**src/rtl/inbuf_pkg.sv**
```systemverilog
// Shared types and sizing for the UART input ring-buffer controller.
package inbuf_pkg;

  localparam int INBUF_WIDTH = 8;
  localparam int INBUF_DEPTH = 512;
  localparam int INBUF_ADDRW = 9;

  typedef enum logic [1:0] {
    IDLE,
    LOAD,
    HOLD
  } inbuf_state_t;

  typedef logic [INBUF_ADDRW:0] inbuf_ptr_t;

endpackage

```
**src/rtl/inbuf_ctrl.sv**
```systemverilog
// Ring-buffer controller between the UART receiver and a registered-read BRAM,
// presenting the oldest byte as a registered first-word-fall-through output.
module inbuf_ctrl
  import inbuf_pkg::*;
#(
  parameter int WIDTH = INBUF_WIDTH,
  parameter int DEPTH = INBUF_DEPTH,
  parameter int ADDRW = $clog2(DEPTH)
) (
  input  logic             clk_in,
  input  logic             rst_n_in,
  input  logic             rx_valid_in,
  input  logic [WIDTH-1:0] rx_data_in,
  input  logic             pop_in,
  input  logic             clr_ovf_in,
  output logic [WIDTH-1:0] data_out,
  output logic             valid_out,
  output logic [ADDRW:0]   count_out,
  output logic             full_out,
  output logic             overflow_out,
  output logic             ram_wen_out,
  output logic [ADDRW-1:0] ram_waddr_out,
  output logic [WIDTH-1:0] ram_wdata_out,
  output logic [ADDRW-1:0] ram_raddr_out,
  input  logic [WIDTH-1:0] ram_rdata_in
);

  localparam logic [ADDRW:0] FullCount = (ADDRW + 1)'(DEPTH);
  localparam logic [ADDRW:0] PtrOne    = (ADDRW + 1)'(1);

  logic [ADDRW:0]   wrPtr_q, wrPtr_d;
  logic [ADDRW:0]   rdPtr_q, rdPtr_d;
  logic [WIDTH-1:0] data_q, data_d;
  logic             valid_q, valid_d;
  logic             ovf_q, ovf_d;
  inbuf_state_t     state_q, state_d;

  logic [ADDRW:0]   count;
  logic             full;
  logic             notEmpty;
  logic             wrAccept;
  logic             wrDrop;

  // Occupancy comes from the extra wrap bit, so full and empty never alias.
  assign count    = wrPtr_q - rdPtr_q;
  assign full     = (count == FullCount);
  assign notEmpty = (wrPtr_q != rdPtr_q);

  // Writes are held off during reset so the BRAM is never touched while the
  // pointers are being cleared.
  assign wrAccept = rx_valid_in & ~full & rst_n_in;
  assign wrDrop   = rx_valid_in & full;

  always_comb begin
    wrPtr_d = wrPtr_q;
    if (wrAccept) begin
      wrPtr_d = wrPtr_q + PtrOne;
    end
  end

  always_comb begin
    ovf_d = ovf_q;
    if (wrDrop) begin
      ovf_d = 1'b1;
    end else if (clr_ovf_in) begin
      ovf_d = 1'b0;
    end
  end

  // Read-side FSM: the BRAM address already points at rdPtr, so one cycle in
  // LOAD is enough for its registered output to show the oldest byte.
  always_comb begin
    state_d = state_q;
    rdPtr_d = rdPtr_q;
    data_d  = data_q;
    valid_d = valid_q;
    unique case (state_q)
      IDLE: begin
        valid_d = 1'b0;
        if (notEmpty) begin
          state_d = LOAD;
        end
      end
      LOAD: begin
        data_d  = ram_rdata_in;
        rdPtr_d = rdPtr_q + PtrOne;
        valid_d = 1'b1;
        state_d = HOLD;
      end
      HOLD: begin
        valid_d = 1'b1;
        if (pop_in) begin
          valid_d = 1'b0;
          state_d = notEmpty ? LOAD : IDLE;
        end
      end
      default: begin
        valid_d = 1'b0;
        state_d = IDLE;
      end
    endcase
  end

  always_ff @(posedge clk_in or negedge rst_n_in) begin
    if (!rst_n_in) begin
      wrPtr_q <= '0;
      rdPtr_q <= '0;
      data_q  <= '0;
      valid_q <= 1'b0;
      ovf_q   <= 1'b0;
      state_q <= IDLE;
    end else begin
      wrPtr_q <= wrPtr_d;
      rdPtr_q <= rdPtr_d;
      data_q  <= data_d;
      valid_q <= valid_d;
      ovf_q   <= ovf_d;
      state_q <= state_d;
    end
  end

  assign data_out      = data_q;
  assign valid_out     = valid_q;
  assign count_out     = count;
  assign full_out      = full;
  assign overflow_out  = ovf_q;
  assign ram_wen_out   = wrAccept;
  assign ram_waddr_out = wrPtr_q[ADDRW-1:0];
  assign ram_wdata_out = rx_data_in;
  assign ram_raddr_out = rdPtr_q[ADDRW-1:0];

endmodule

```
**config.mk**
```make
export PLATFORM = sky130hd
export DESIGN_NAME = inbuf_ctrl
export DESIGN_NICKNAME = d
export VERILOG_FILES = /design/src/rtl/inbuf_pkg.sv /design/src/rtl/inbuf_ctrl.sv
export SDC_FILE = /design/constraint.sdc
export NUM_CORES = 1
export LEC_CHECK = 0
export BUFFER_PORTS_ARGS = -buffer_cell sky130_fd_sc_hd__buf_4
export CAP_MARGIN = 0
export CORE_MARGIN = 2
export CORE_UTILIZATION = 25
export DETAILED_ROUTE_END_ITERATION = 7
export SETUP_SLACK_MARGIN = 0.02
export SLEW_MARGIN = 10
export SYNTH_ARGS = -nofsm -noshare
export SYNTH_HDL_FRONTEND = slang
export SYNTH_SLANG_ARGS = --single-unit
```
**constraint.sdc**
```tcl
create_clock -name clk_in -period 3.8 [get_ports clk_in]
set_input_delay 0.19 -clock clk_in [delete_from_list [all_inputs] [get_ports clk_in]]
set_output_delay 0.19 -clock clk_in [all_outputs]
set_load 0.02 [all_outputs]
```
# --- Yosys cells after proc, flatten, opt, wreduce, memory -nomap -nowiden ---
# Cells that the tools add are included.
op_classes:
  addsub: 3
  eq_ne: 6
  n_mux: 8
  n_bitwise: 4
  reduce_logical: 3
op_table:
  columns: ["operator", "count"]
  rows:
  - ["$add A10 B1 Y10 const B", 2]
  - ["$eq A10 B10 Y1 const B", 1]
  - ["$ne A10 B10 Y1", 1]
  - ["$sub A10 B10 Y10", 1]
  - ["$pmux W2 S3", 1]
  - ["$mux W1", 4]
  - ["$mux W2", 2]
  - ["$ne A2 B2 Y1 const B", 2]
  - ["$and A1 B1 Y1", 3]
  - ["$eq A2 B1 Y1 const B", 1]
  - ["$eq A2 B2 Y1 const B", 1]
  - ["$logic_not A2 Y1", 1]
  - ["$pmux W1 S2", 1]
  - ["$reduce_and A2 Y1", 1]
  - ["$reduce_bool A2 Y1", 1]
  - ["$not A1 Y1", 1]
word_totals:
  register_bits: 32
  in_bits: 21
  output_inout_bits: 48
  elab_cells: 30

# --- Longest topological paths before layout ---
depth:
  word_depth: 5
  mapped_depth: 11
  depth_no_buf: 10

# --- Worst setup path after synthesis ---
# No wires, ideal clock.
synth_timing:
  kind: "register to register"
  start: "register wrPtr_q[0]"
  end: "register ovf_q (netlist: overflow_out)"
  setup_time_ps: 69
  t_arrival_ps: 3023
  required_time_ps: 3731
  setup_slack_ps: 708
  stages_incl_launch_ff: 12
  n_path_buf: 1
  cell_sequence: "dfrtp_1 -> inv_1 -> ha_1 -> inv_1 -> fa_1 -> a211oi_1 -> nor2_1 -> xor2_1 -> a2111o_1 -> buf_2 -> nor3_1 -> a22o_1"
synth_between:
  elab_chain_len: 4
  elab_cells_between_ends: 5
synth_rtl:
  columns: ["element", "line_no", "source"]
  rows:
  - ["from (decl)", "inbuf_ctrl.sv:31", "logic [ADDRW:0] wrPtr_q, wrPtr_d;"]
  - ["from (signal assigned)", "inbuf_ctrl.sv:113", "wrPtr_q <= wrPtr_d;"]
  - ["$sub A10 B10 Y10 *", "inbuf_ctrl.sv:45", "assign count = wrPtr_q - rdPtr_q;"]
  - ["net count_out[4]", "inbuf_ctrl.sv:18", "output logic [ADDRW:0] count_out,"]
  - ["$eq A10 B10 Y1 *", "inbuf_ctrl.sv:46", "assign full = (count == FullCount);"]
  - ["net full_out", "inbuf_ctrl.sv:19", "output logic full_out,"]
  - ["$and A1 B1 Y1 *", "inbuf_ctrl.sv:52", "assign wrDrop = rx_valid_in & full;"]
  - ["$mux W1 or $reduce_bool A2 Y1 (tied branches)", null, null]
  - ["to (signal assigned)", "inbuf_ctrl.sv:117", "ovf_q <= ovf_d;"]
  - ["to (decl)", "inbuf_ctrl.sv:35", "logic ovf_q, ovf_d;"]
# Mark *: on every way through the listed nets, which the timed path passes. The rest lies on a longest branch.
# A chain may end at the register's enable or synchronous reset.

# --- Worst setup path after layout ---
layout_timing:
  start: "register wrPtr_q[0]"
  end: "output ram_wen_out"
layout_between:
  elab_chain_len: 5
layout_rtl:
  columns: ["element", "line_no", "source"]
  rows:
  - ["$sub A10 B10 Y10", "inbuf_ctrl.sv:45", null]
  - ["$eq A10 B10 Y1", "inbuf_ctrl.sv:46", null]
  - ["$not A1 Y1", "inbuf_ctrl.sv:51", "assign wrAccept = rx_valid_in & ~full & rst_n_in;"]
  - ["$and A1 B1 Y1 (2 in series)", "inbuf_ctrl.sv:51", null]
  - ["to (decl)", "inbuf_ctrl.sv:21", "output logic ram_wen_out,"]
# No other way between the ends.

==> impl_metrics.csv <==
group,metric,value,unit
flow_run,max-cap-violations,0,
sta,period_share,0.915,
setup_path,critPathArrivalTime,3.29,ns
sta,fmax,288,MHz
clock_network,cts_buffers,5,
setup_path,crit_required,3.61,ns
routing,vias,1840,
synthesis,synth_edf_count,0,
clock_network,insertion_delay,0.28,ns
cells_and_area,antennaDiodeCount,0,
setup_path,r2r-start,"wrPtr_q[0]$_DFFE_PN0P_",
routing,routed_via_density,4.73,
synthesis,syn-num-nets,284,
routing,postRouteWirelength,5320,µm
cells_and_area,nFillCells,950,
sta,layout_setup_ws,0.324,ns
placement,pre_cts_slack,0.565,ns
clock_network,cts-resized-gates,0,
synthesis,yosysWarnings,0,
hold_path,hp-class,"input pin to flop",
floorplanning,ios,69,
routing,drtPass1Iterations,4,
floorplanning,dieArea,10000,µm²
global_routing,track_usage,0.109,
placement,port_buffers,52,
global_routing,grt_pass1_wl,8760,µm
setup_path,reg2reg_depth,10,
clock_network,cts_setup_buffers,0,
synthesis,synthArstFlopShare,1.00,
synthesis,synthCells,247,
sta,drv_slew,0,
floorplanning,dieWidth,100,µm
sta,worst_slew_margin_rel,0.593,
sta,tns,0,ns
routing,remaining_drc_errors,0,
clock_network,htree_levels,2,
floorplanning,fp.dieH,100,µm
cells_and_area,nNetsFinal,314,
floorplanning,core,9110,µm²
cells_and_area,fin_util,0.302,
routing,wl_per_cell,13.7,µm
setup_path,end_kind,"primary output",
setup_path,endpoint,"ram_wen_out",
clock_network,clkTransAtPathRegs,0.07,ns
sta,hold_violations,0,
pwr,p_per_area,1070,nW/µm²
run_status,status,"complete, no violations",
synthesis,ys_seq_elements,32,
cells_and_area,layout-drive-gt1-share,0.273,
placement,gp_congestion,0.831,
global_routing,grt_max_degree,37,
setup_path,r2r_slack,0.57,ns
setup_path,worst-setup-path-type,"flop to primary output",
floorplanning,start_util,0.253,
global_routing,overflow,0,
synthesis,synth_flop_cell,"dfrtp_1",
synthesis,syn-cell-area,2300,µm²
clock_network,cts_tree,"done",
sta,fin_crit,3.48,ns
sta,setup_viol,0,
cells_and_area,area_delta_synth_final,19.4,%
global_routing,grt_pass1_vias,1756,
clock_network,cts_root_buf,"clkbuf_8",
pwr,power_leakage,1.24,nW
synthesis,synth_cell_types,41,
global_routing,antenna_found_initial,0,
setup_path,path_max_fanout,11,
pwr,ir_worst_vdd,524,µV
clock_network,clkSinkCount,32,
setup_path,startpoint,"wrPtr_q[0]$_DFFE_PN0P_",
setup_path,rr_endpoint,"wrPtr_q[1]$_DFFE_PN0P_",
sta,rsz0062_at_grt,"false",
routing,antenna_left,0,
clock_network,ctsLongestPathBuffers,2,
routing,drt_iter0_drc,76,
synthesis,synth.avg_cell_area,9.33,µm²
sta,worst_pin_slew,0.610,ns
sta,finalClockSkew,0.00472,ns
setup_path,start_kind,"flop",
placement,dp.final_hpwl,4240,µm
floorplanning,rows,35,
synthesis,ys_seq_area_frac,0.347,
sta,hold_slack,0.137,ns
cell families (layout without fill, tap and decap cells):
kind of cell | after synthesis | in the layout | synth area share
AO/OA/AOI/OAI | 52 | 52 | 0.162
XOR/XNOR | 20 | 20 | 0.0760
adder cells (fa/ha/maj) | 16 | 16 | 0.0901
buffers and inverters | 53 | 84 | 0.129
flip-flops | 32 | 32 | 0.347
multiplexers | 13 | 13 | 0.0619
AND/OR/NAND/NOR | 61 | 61 | 0.134
Yosys cell counts (all sizes together), types with 2 or more instances:
library cell | count | area, µm²
nor3 | 7 | 35.0
and3 | 4 | 25.0
and2 | 3 | 18.8
nand2 | 16 | 60.1
o211ai | 5 | 37.5
nand3 | 10 | 50.1
nand4 | 2 | 12.5
buf | 27 | 200
nor2b | 3 | 18.8
a211oi | 2 | 15.0
o21ai | 14 | 70.1
xnor2 | 16 | 140
ha | 15 | 188
a21o | 4 | 30.0
or2 | 5 | 31.3
nor2 | 7 | 26.3
dfrtp | 32 | 801
o311ai | 7 | 61.3
inv | 21 | 78.8
mux2i | 3 | 30.0
xor2 | 4 | 35.0
clkbuf | 5 | 18.8
mux2 | 10 | 113
o21a | 2 | 15.0
a21oi | 5 | 25.0
o32ai | 2 | 17.5
o211a | 4 | 40.0
layout make-up:
type,count,area [µm²],share of cell area
clock buffers,5,68.8,0.0250
well taps,111,139,0.0505
clock inverters,3,42.5,0.0155
multi-input cells,162,1210,0.438
flip-flops and latches,32,801,0.291
repair buffers,55,415,0.151
inverters,21,78.8,0.0286
per-layer routing:
| layer | part of all wire | up-vias | GRT usage |
|---|---|---|---|
| li1 | - | 903 | - |
| met1 | 0.45 | 855 | 0.151 |
| met2 | 0.42 | 80 | 0.158 |
| met3 | 0.12 | 2 | 0.0474 |
| met4 | 0.0043 | 0 | 0.0253 |
| met5 | 0 | - | 0 |
worst max-delay path, cell delays in order (launching register included):
cell,delay [ns]
dfrtp_1,0.44
inv_1,0.08
ha_1,0.16
inv_1,0.05
fa_1,0.39
a211oi_1,0.37
nor2_1,0.11
xor2_1,0.17
a2111o_1,0.56
o31ai_2,0.39
inv_1,0.09
buf_4,0.17
layout by cell type, fill, tap and decap left out, drive strengths merged, types with 3 or more instances in the layout:
| cell | instances |
|---|---|
| a21o | 4 |
| a21oi | 5 |
| and2 | 3 |
| and3 | 4 |
| buf | 54 |
| clkbuf | 5 |
| dfrtp | 32 |
| ha | 15 |
| inv | 21 |
| mux2 | 10 |
| mux2i | 3 |
| nand2 | 16 |
| nand3 | 10 |
| nor2 | 7 |
| nor2b | 3 |
| nor3 | 7 |
| o211a | 4 |
| o211ai | 5 |
| o21ai | 14 |
| o311ai | 7 |
| or2 | 5 |
| xnor2 | 16 |
| xor2 | 4 |
worst min-delay path by stage:
stage	start	end	slack, ns	depth (start not counted)
2_1_floorplan	rst_n_in	data_out[0]$_DFFE_PN0P_	-0.11	0
3_3_place_gp	rst_n_in	data_out[7]$_DFFE_PN0P_	0.17	1
3_5_place_dp	rst_n_in	data_out[6]$_DFFE_PN0P_	0.18	1
4_1_cts	ram_rdata_in[1]	data_out[1]$_DFFE_PN0P_	0.13	2
5_1_grt	ram_rdata_in[1]	data_out[1]$_DFFE_PN0P_	0.12	2
6_report	ram_rdata_in[1]	data_out[1]$_DFFE_PN0P_	0.14	2
repair_timing:
item,in CTS,in global routing
endpoints found under the setup margin,0,0
hold endpoints to repair,32,0
hold buffers,1,0
state kept, by name, indices dropped and copies added (netlist names):
register / count
valid_out: 1
state_q: 2
overflow_out: 1
wrPtr_q: 10
data_out: 8
rdPtr_q: 10
power by group:
group	switching [mW]	internal [mW]
registers	0.135	0.470
clock network	0.133	0.194
logic	1.18	0.824
stage by stage:
step | power [mW] | instances | cell area (µm²)
after global placement | 2.61 | 380 | 2630
after floorplan | 2.00 | 247 | 2300
after detailed placement | 2.63 | 380 | 2630
after global routing | 3.19 | 389 | 2750
after CTS | 2.98 | 389 | 2750
final | 2.94 | 389 | 2750
No activity file was read; power rests on OpenSTA's default activity.
